### config.mk
export PLATFORM = sky130hd
export DESIGN_NAME = fractal_sync_rf_arbiter
export DESIGN_NICKNAME = d
export VERILOG_FILES = /design/src/rtl/fractal_sync_rf_arbiter.sv
export SDC_FILE = /design/constraint.sdc
export NUM_CORES = 1
export LEC_CHECK = 0
export CORE_AREA = 3 3 92 94
export DETAILED_ROUTE_END_ITERATION = 16
export DIE_AREA = 0 0 95 97
export PLACE_DENSITY = 0.86
export RECOVER_POWER = 25
export SLEW_MARGIN = 20
export SYNTH_ARGS = -nofsm -noshare
export SYNTH_HDL_FRONTEND = slang
export SYNTH_SLANG_ARGS = --single-unit
### constraint.sdc
create_clock -name clk_i -period 48.6 [get_ports clk_i]
set_input_delay 9.72 -clock clk_i [delete_from_list [all_inputs] [get_ports clk_i]]
set_output_delay 9.72 -clock clk_i [all_outputs]
set_load 0.05 [all_outputs]
### src/rtl/fractal_sync_rf_arbiter.sv
// Round-robin arbiter/sequencer sharing the fractal_sync RF check ports among requesters.
// Optional stall counter output enabled by FRACTAL_SYNC_RF_ARB_STALL_CNT_EN.
module fractal_sync_rf_arbiter #(
  parameter int N_REQ    = 4,
  parameter int N_PORTS  = 2,
  parameter int ID_WIDTH = 4
) (
  input  logic                clk_i,
  input  logic                rst_ni,
  input  logic [N_REQ-1:0]    req_valid_i,
  input  logic [ID_WIDTH-1:0] req_id_i     [N_REQ],
  output logic [N_REQ-1:0]    req_ready_o,
  output logic [N_REQ-1:0]    rsp_valid_o,
  output logic [3:0]          rsp_status_o [N_REQ],
  input  logic [N_REQ-1:0]    rsp_ready_i,
  output logic [ID_WIDTH-1:0] rf_id_o      [N_PORTS],
  output logic [N_PORTS-1:0]  rf_check_o,
  input  logic [N_PORTS-1:0]  rf_present_i,
  input  logic [N_PORTS-1:0]  rf_id_err_i,
  input  logic [N_PORTS-1:0]  rf_bypass_i,
  input  logic [N_PORTS-1:0]  rf_ignore_i
`ifdef FRACTAL_SYNC_RF_ARB_STALL_CNT_EN
  ,
  output logic [31:0]         stall_cnt_o
`endif
);

  localparam int PTR_W = (N_REQ > 1) ? $clog2(N_REQ) : 1;

  typedef enum logic [1:0] {
    S_IDLE   = 2'd0,
    S_ISSUED = 2'd1,
    S_RESP   = 2'd2
  } state_e;

  state_e              state_q      [N_REQ];
  state_e              state_d      [N_REQ];
  logic [PTR_W-1:0]    rr_ptr_q, rr_ptr_d;
  logic [N_PORTS-1:0]  slot_valid_q, slot_valid_d;
  logic [ID_WIDTH-1:0] slot_id_q    [N_PORTS];
  logic [ID_WIDTH-1:0] slot_id_d    [N_PORTS];
  logic [PTR_W-1:0]    slot_owner_q [N_PORTS];
  logic [PTR_W-1:0]    slot_owner_d [N_PORTS];
  logic [N_REQ-1:0]    rsp_valid_q, rsp_valid_d;
  logic [3:0]          rsp_status_q [N_REQ];
  logic [3:0]          rsp_status_d [N_REQ];
  logic [N_REQ-1:0]    eligible;
  logic [N_REQ-1:0]    granted;

  // Gated by rst_ni so nothing is accepted while reset is held.
  always_comb begin
    for (int i = 0; i < N_REQ; i++) begin
      eligible[i] = rst_ni && (state_q[i] == S_IDLE) && req_valid_i[i];
    end
  end

  always_comb begin
    int idx;
    int grant_cnt;
    granted   = '0;
    rr_ptr_d  = rr_ptr_q;
    grant_cnt = 0;
    idx       = 0;
    for (int k = 0; k < N_PORTS; k++) begin
      slot_valid_d[k] = 1'b0;
      slot_id_d[k]    = '0;
      slot_owner_d[k] = '0;
    end
    for (int s = 0; s < N_REQ; s++) begin
      idx = int'(rr_ptr_q) + s;
      if (idx >= N_REQ) idx = idx - N_REQ;
      for (int i = 0; i < N_REQ; i++) begin
        if (i == idx && eligible[i] && grant_cnt < N_PORTS) begin
          granted[i] = 1'b1;
          for (int k = 0; k < N_PORTS; k++) begin
            if (k == grant_cnt) begin
              slot_valid_d[k] = 1'b1;
              slot_id_d[k]    = req_id_i[i];
              slot_owner_d[k] = PTR_W'(i);
            end
          end
          grant_cnt = grant_cnt + 1;
          rr_ptr_d  = (i == N_REQ - 1) ? '0 : PTR_W'(i + 1);
        end
      end
    end
  end

  always_comb begin
    for (int i = 0; i < N_REQ; i++) begin
      state_d[i] = state_q[i];
      case (state_q[i])
        S_IDLE:   if (granted[i]) state_d[i] = S_ISSUED;
        S_ISSUED: state_d[i] = S_RESP;
        S_RESP:   if (rsp_valid_q[i] && rsp_ready_i[i]) state_d[i] = S_IDLE;
        default:  state_d[i] = S_IDLE;
      endcase
    end
  end

  // An owner is in ISSUED while its slot is live, so capture never meets an accept.
  always_comb begin
    rsp_valid_d = rsp_valid_q;
    for (int i = 0; i < N_REQ; i++) begin
      rsp_status_d[i] = rsp_status_q[i];
      if (rsp_valid_q[i] && rsp_ready_i[i]) rsp_valid_d[i] = 1'b0;
      for (int k = 0; k < N_PORTS; k++) begin
        if (slot_valid_q[k] && slot_owner_q[k] == PTR_W'(i)) begin
          rsp_valid_d[i]  = 1'b1;
          rsp_status_d[i] = {rf_id_err_i[k], rf_bypass_i[k], rf_ignore_i[k], rf_present_i[k]};
        end
      end
    end
  end

  always_ff @(posedge clk_i or negedge rst_ni) begin
    if (!rst_ni) begin
      rr_ptr_q     <= '0;
      slot_valid_q <= '0;
      rsp_valid_q  <= '0;
      for (int i = 0; i < N_REQ; i++) begin
        state_q[i]      <= S_IDLE;
        rsp_status_q[i] <= '0;
      end
      for (int k = 0; k < N_PORTS; k++) begin
        slot_id_q[k]    <= '0;
        slot_owner_q[k] <= '0;
      end
    end else begin
      rr_ptr_q     <= rr_ptr_d;
      slot_valid_q <= slot_valid_d;
      rsp_valid_q  <= rsp_valid_d;
      for (int i = 0; i < N_REQ; i++) begin
        state_q[i]      <= state_d[i];
        rsp_status_q[i] <= rsp_status_d[i];
      end
      for (int k = 0; k < N_PORTS; k++) begin
        slot_id_q[k]    <= slot_id_d[k];
        slot_owner_q[k] <= slot_owner_d[k];
      end
    end
  end

  always_comb begin
    for (int k = 0; k < N_PORTS; k++) begin
      rf_id_o[k] = slot_valid_q[k] ? slot_id_q[k] : '0;
    end
  end

  assign rf_check_o   = slot_valid_q;
  assign req_ready_o  = granted;
  assign rsp_valid_o  = rsp_valid_q;
  assign rsp_status_o = rsp_status_q;

`ifdef FRACTAL_SYNC_RF_ARB_STALL_CNT_EN
  logic [31:0] stall_cnt_q, stall_cnt_d;

  always_comb begin
    stall_cnt_d = stall_cnt_q;
    if (|(eligible & ~granted) && stall_cnt_q != 32'hFFFF_FFFF) stall_cnt_d = stall_cnt_q + 32'd1;
  end

  always_ff @(posedge clk_i or negedge rst_ni) begin
    if (!rst_ni) stall_cnt_q <= '0;
    else         stall_cnt_q <= stall_cnt_d;
  end

  assign stall_cnt_o = stall_cnt_q;
`endif

endmodule

==> implementation parameters <==
Parameter                              Value

Die
  Total die area ... 0.00922 mm2
  Number of rows in the core area ... 32
  Core Footprint ... 0.00773 mm2
  Die Span Y ... 97 um
  Top-level port count ... 68
  Die width ... 95 um
  Initial standard-cell utilization of the core ... 0.601

Global routing
  Pin count of the biggest net entering global routing ... 53
  Via count of the first global-routing pass ... just under 5000
  Global-route wire length before repair ... 25.2 mm
  Antenna violations before repair ... 0
  Remaining global-route overflow ... 0
  Overall track demand over capacity in global routing ... 0.347

Synthesis
  Post-synthesis cell type count ... 66
  Leading post-synthesis cells by instance count ... sky130_fd_sc_hd__nand2_1 (78), sky130_fd_sc_hd__nor2_1 (52), sky130_fd_sc_hd__dfrtp_1 (44)
  Post-synthesis xor/xnor area fraction ... 0.0240
  Main combinational cell family by area after synthesis ... simple AND/OR/NAND/NOR gates
  Cell count after synthesis ... 607
  Yosys warnings ... 0
  #FFs+latches synth ... 44
  Mean instance size in the synthesized netlist ... ~7.7 um2
  Prevailing post-synth register cell ... sky130_fd_sc_hd__dfrtp_1
  Adder-cell share of the synthesized area ... 0.0916
  Top cells by area in the synthesized netlist ... sky130_fd_sc_hd__dfrtp_1 (24%), sky130_fd_sc_hd__ha_1 (9.2%), sky130_fd_sc_hd__nand2_1 (6.3%)
  Post-synthesis mux area share ... 0.0536
  Share of the synthesized area in the top cell type ... 0.237
  Compound-Gate Fraction of Synth Area ... 0.247
  Post-synthesis share of cell area spent on and, or, nand and nor gates ... 0.290
  Mapped Nets ... 675
  Area of the mapped netlist ... 0.00464 mm2
  Post-synthesis async set-or-reset flop share ... 1.00
  Most common cell in the netlist ... sky130_fd_sc_hd__nand2_1
  EDFF count, synth ... 0
  Sequential cell area fraction in the yosys report ... 0.237
  Top cell type by total area after synthesis ... sky130_fd_sc_hd__dfrtp_1

Route
  Final routed DRC violation total ... 0
  Number of violations reported at the end of detailed-routing iteration 0 ... 658
  Metal2 WL ... 7.50 mm
  Highest metal used ... met4
  Total iterations of the first detailed-routing run ... 8
  Post-DR wirelength/cell ... 21.3 um
  WL final ... 16.1 mm
  Antenna-violating nets left ... 0
  Via density per instance ... 6.72
  Metal1 wirelength ... 6.20 mm
  Total via count after detailed routing ... 5075
  Total met3 wirelength after detailed routing ... between 1.5 and 2 mm

Setup path
  CP bufs+invs ... 6
  Worst Path Max Fanout ... 52
  Delay-heaviest family, CP ... simple AND/OR/NAND/NOR gates
  Worst EP required ... 38880 ps
  Category of the worst setup path launch point ... primary input
  Critical path start-end classification ... primary input to output port
  Largest stage delay on the critical path ... 1750 ps
  Cell with the biggest individual delay on the critical path ... sky130_fd_sc_hd__clkbuf_1
  Critical path arrival ... 23860 ps
  Endpoint kind of the worst setup timing path ... output port
  Worst path most repeated cell ... sky130_fd_sc_hd__ha_1

Run
  Max Cap Viol ... 1

Power
  Sequential group share of total power ... 0.213
  Share of total power consumed by net switching ... 0.536
  Max IR drop VDD ... between 0.02 and 0.03 mV
  Power per standard cell area ... 58.7 mW/mm2
  Part of the power in combinational logic ... 0.703
  Relative contribution of the clock network to total power ... 0.085
  Leak ... 2.42 nW
  Sw Pwr ... 0.000172 W
  Internal power of the cells ... 0.000149 W

Final layout
  Filler Cell Count ... 639
  Antenna cells ... 0
  Core occupancy in the finished layout ... 0.709
  Area growth from synthesis to layout ... 17.9%
  Fraction of layout instances using a drive strength above 1 ... 0.0781
  Final cell area excluding filler cells ... 0.00548 mm2
  Count of nets after finishing ... 720

Placement
  Final Wtd Congestion ... 1.01
  Hpwl dp ... 12.3 mm
  DP Worst Slack ... 16970 ps
  Placement-stage cell area ... 0.00537 mm2
  PortBufs ... 67

Clocking
  Clock tree from TritonCTS ... yes
  Total of hold buffers inserted after clock tree synthesis ... 0
  CTS Sinks ... 44
  Clock buffers created by TritonCTS ... 5
  Clock slew seen by the registers of the worst setup and hold paths ... 80 ps
  Number of instances resized during post-cts repair ... 0
  Deepest level of the CTS H-tree ... 2
  Buffers inserted during post-CTS setup optimization ... 0
  Clk_lat worst skew ... around 290 ps
  Max Root-Sink Buffers ... 2
  CTS root buffer ... sky130_fd_sc_hd__clkbuf_8

STA
  TNS Setup ... 0 ps
  Pins Over Slew Limit ... 53
  Shortest clock period the worst path allows after layout ... 33580 ps
  Relative slew margins ... -0.648
  RSZ-0062 raised after global routing ... no
  Max Fclk ... approximately 0.030 GHz
  Count of final hold-check violations ... 0
  Slew @ Worst Pin ... ~2500 ps
  Final worst-path cycle share ... 0.691
  Clock skew after layout ... between 4 and 5 ps
  Worst hold margin ... 560 ps
  Final setup viols ... 0
  Final setup margin ... 15020 ps

Hold path
  Hold Crit Class ... flip-flop to flip-flop

Run status
  Violations in the final reports ... max-capacitance violations, max-slew violations
  Outcome ... finished, violations left
[final timing paths]
check                                             end  cells past startpoint                 startpoint  slack (ps)
hold reg to reg            rsp_valid_o[2]$_DFFE_PN0P_                      1  slot_owner_q[0]$_DFF_PN0_         560
setup reg to reg               slot_id_q[0]$_DFF_PN0_                     50     state_q[6]$_DFFE_PN0P_       34570
setup / recovery                       req_ready_o[2]                     40                     rst_ni       15020
min in group asynchronous  rsp_valid_o[3]$_DFFE_PN0P_                      2                     rst_ni       10280
max in group asynchronous      slot_id_q[1]$_DFF_PN0_                      2                     rst_ni       36920
hold / removal             rsp_valid_o[2]$_DFFE_PN0P_                      1  slot_owner_q[0]$_DFF_PN0_         560
[placed cells by master, fill, tap and decap left out, types with 4 or more instances in the layout]
cell type	count
sky130_fd_sc_hd__a222oi_1	4
sky130_fd_sc_hd__mux2_2	7
sky130_fd_sc_hd__inv_1	26
sky130_fd_sc_hd__a21oi_1	36
sky130_fd_sc_hd__o21ai_0	39
sky130_fd_sc_hd__a221o_1	11
sky130_fd_sc_hd__buf_4	7
sky130_fd_sc_hd__a21o_1	4
sky130_fd_sc_hd__nand4_1	8
sky130_fd_sc_hd__o211ai_1	17
sky130_fd_sc_hd__and2_1	12
sky130_fd_sc_hd__mux2i_1	17
sky130_fd_sc_hd__a221oi_1	4
sky130_fd_sc_hd__a22oi_1	10
sky130_fd_sc_hd__xor2_1	4
sky130_fd_sc_hd__xnor2_1	5
sky130_fd_sc_hd__nand3b_1	5
sky130_fd_sc_hd__nor3_2	5
sky130_fd_sc_hd__nor3_1	26
sky130_fd_sc_hd__a31oi_1	10
sky130_fd_sc_hd__and3_1	17
sky130_fd_sc_hd__nand2b_1	6
sky130_fd_sc_hd__nor2_1	52
sky130_fd_sc_hd__dfrtp_1	44
sky130_fd_sc_hd__nor4_1	5
sky130_fd_sc_hd__clkbuf_8	5
sky130_fd_sc_hd__nand4bb_1	4
sky130_fd_sc_hd__nor3b_1	4
sky130_fd_sc_hd__nand2_1	78
sky130_fd_sc_hd__o22ai_1	8
sky130_fd_sc_hd__o2111ai_1	4
sky130_fd_sc_hd__clkdlybuf4s50_1	66
sky130_fd_sc_hd__nand3_1	14
sky130_fd_sc_hd__ha_1	34
[stage by stage]
stage | power [W] | instances
2_1_floorplan | 0.000221 | 607
3_3_place_gp | 0.000284 | 747
3_5_place_dp | 0.000288 | 747
4_1_cts | 0.000317 | 755
5_1_grt | 0.000344 | 755
6_report | 0.000322 | 755
[worst register-to-register path, delay by kind of cell (launching register included)]
| kind | cells | cell delay (ps) |
|---|---|---|
| adder cells (fa/ha/maj) | 13 | 4100 |
| buffers and inverters | 3 | 460 |
| XOR/XNOR | 1 | 240 |
| AO/OA/AOI/OAI | 16 | 3380 |
| flip-flops | 1 | 410 |
| AND/OR/NAND/NOR | 17 | 5350 |
[layout make-up]
type / count / area (um2) / share of cell area
clock inverters: 2 / 35.0 / 0.00640
well taps: 102 / 128 / 0.0233
multi-input cells: 497 / 3310 / 0.604
inverters: 29 / 111 / 0.0203
clock buffers: 6 / 72.6 / 0.0132
repair buffers: 75 / 722 / 0.132
flip-flops and latches: 44 / 1100 / 0.201
[flip-flops by register name (all words and copies together) (netlist names)]
name          cells
rsp_status_o     16
slot_id_q         8
state_q           8
rsp_valid_o       4
slot_owner_q      4
rf_check_o        2
rr_ptr_q          2
[power groups by stage]
stage	combinational [W]	sequential, W	clock [W]
floorplan	0.000130	0.0000909	0
global placement	0.000217	0.0000670	0
detailed placement	0.000220	0.0000682	0
CTS	0.000222	0.0000678	0.0000272
global route	0.000245	0.0000701	0.0000289
finish	0.000226	0.0000684	0.0000272
[routing by layer]
| layer | vias up | GRT usage |
|---|---|---|
| met5 | - | 0 |
| met4 | 0 | 0.150 |
| met3 | 72 | 0.0428 |
| met1 | 2349 | 0.455 |
| met2 | 350 | 0.567 |
| li1 | 2304 | - |
[logic make-up (layout without fill, tap and decap cells)]
family,after synthesis,count (layout)
and+or+nand+nor,256,256
AOI/OAI and AO/OA,170,170
buffers and inverters,66,112
DFF,44,44
adders and majority gates,34,34
muxes,24,24
xor gates and xnor gates,11,11
other,2,2
No activity file was read; power rests on OpenSTA's default activity.
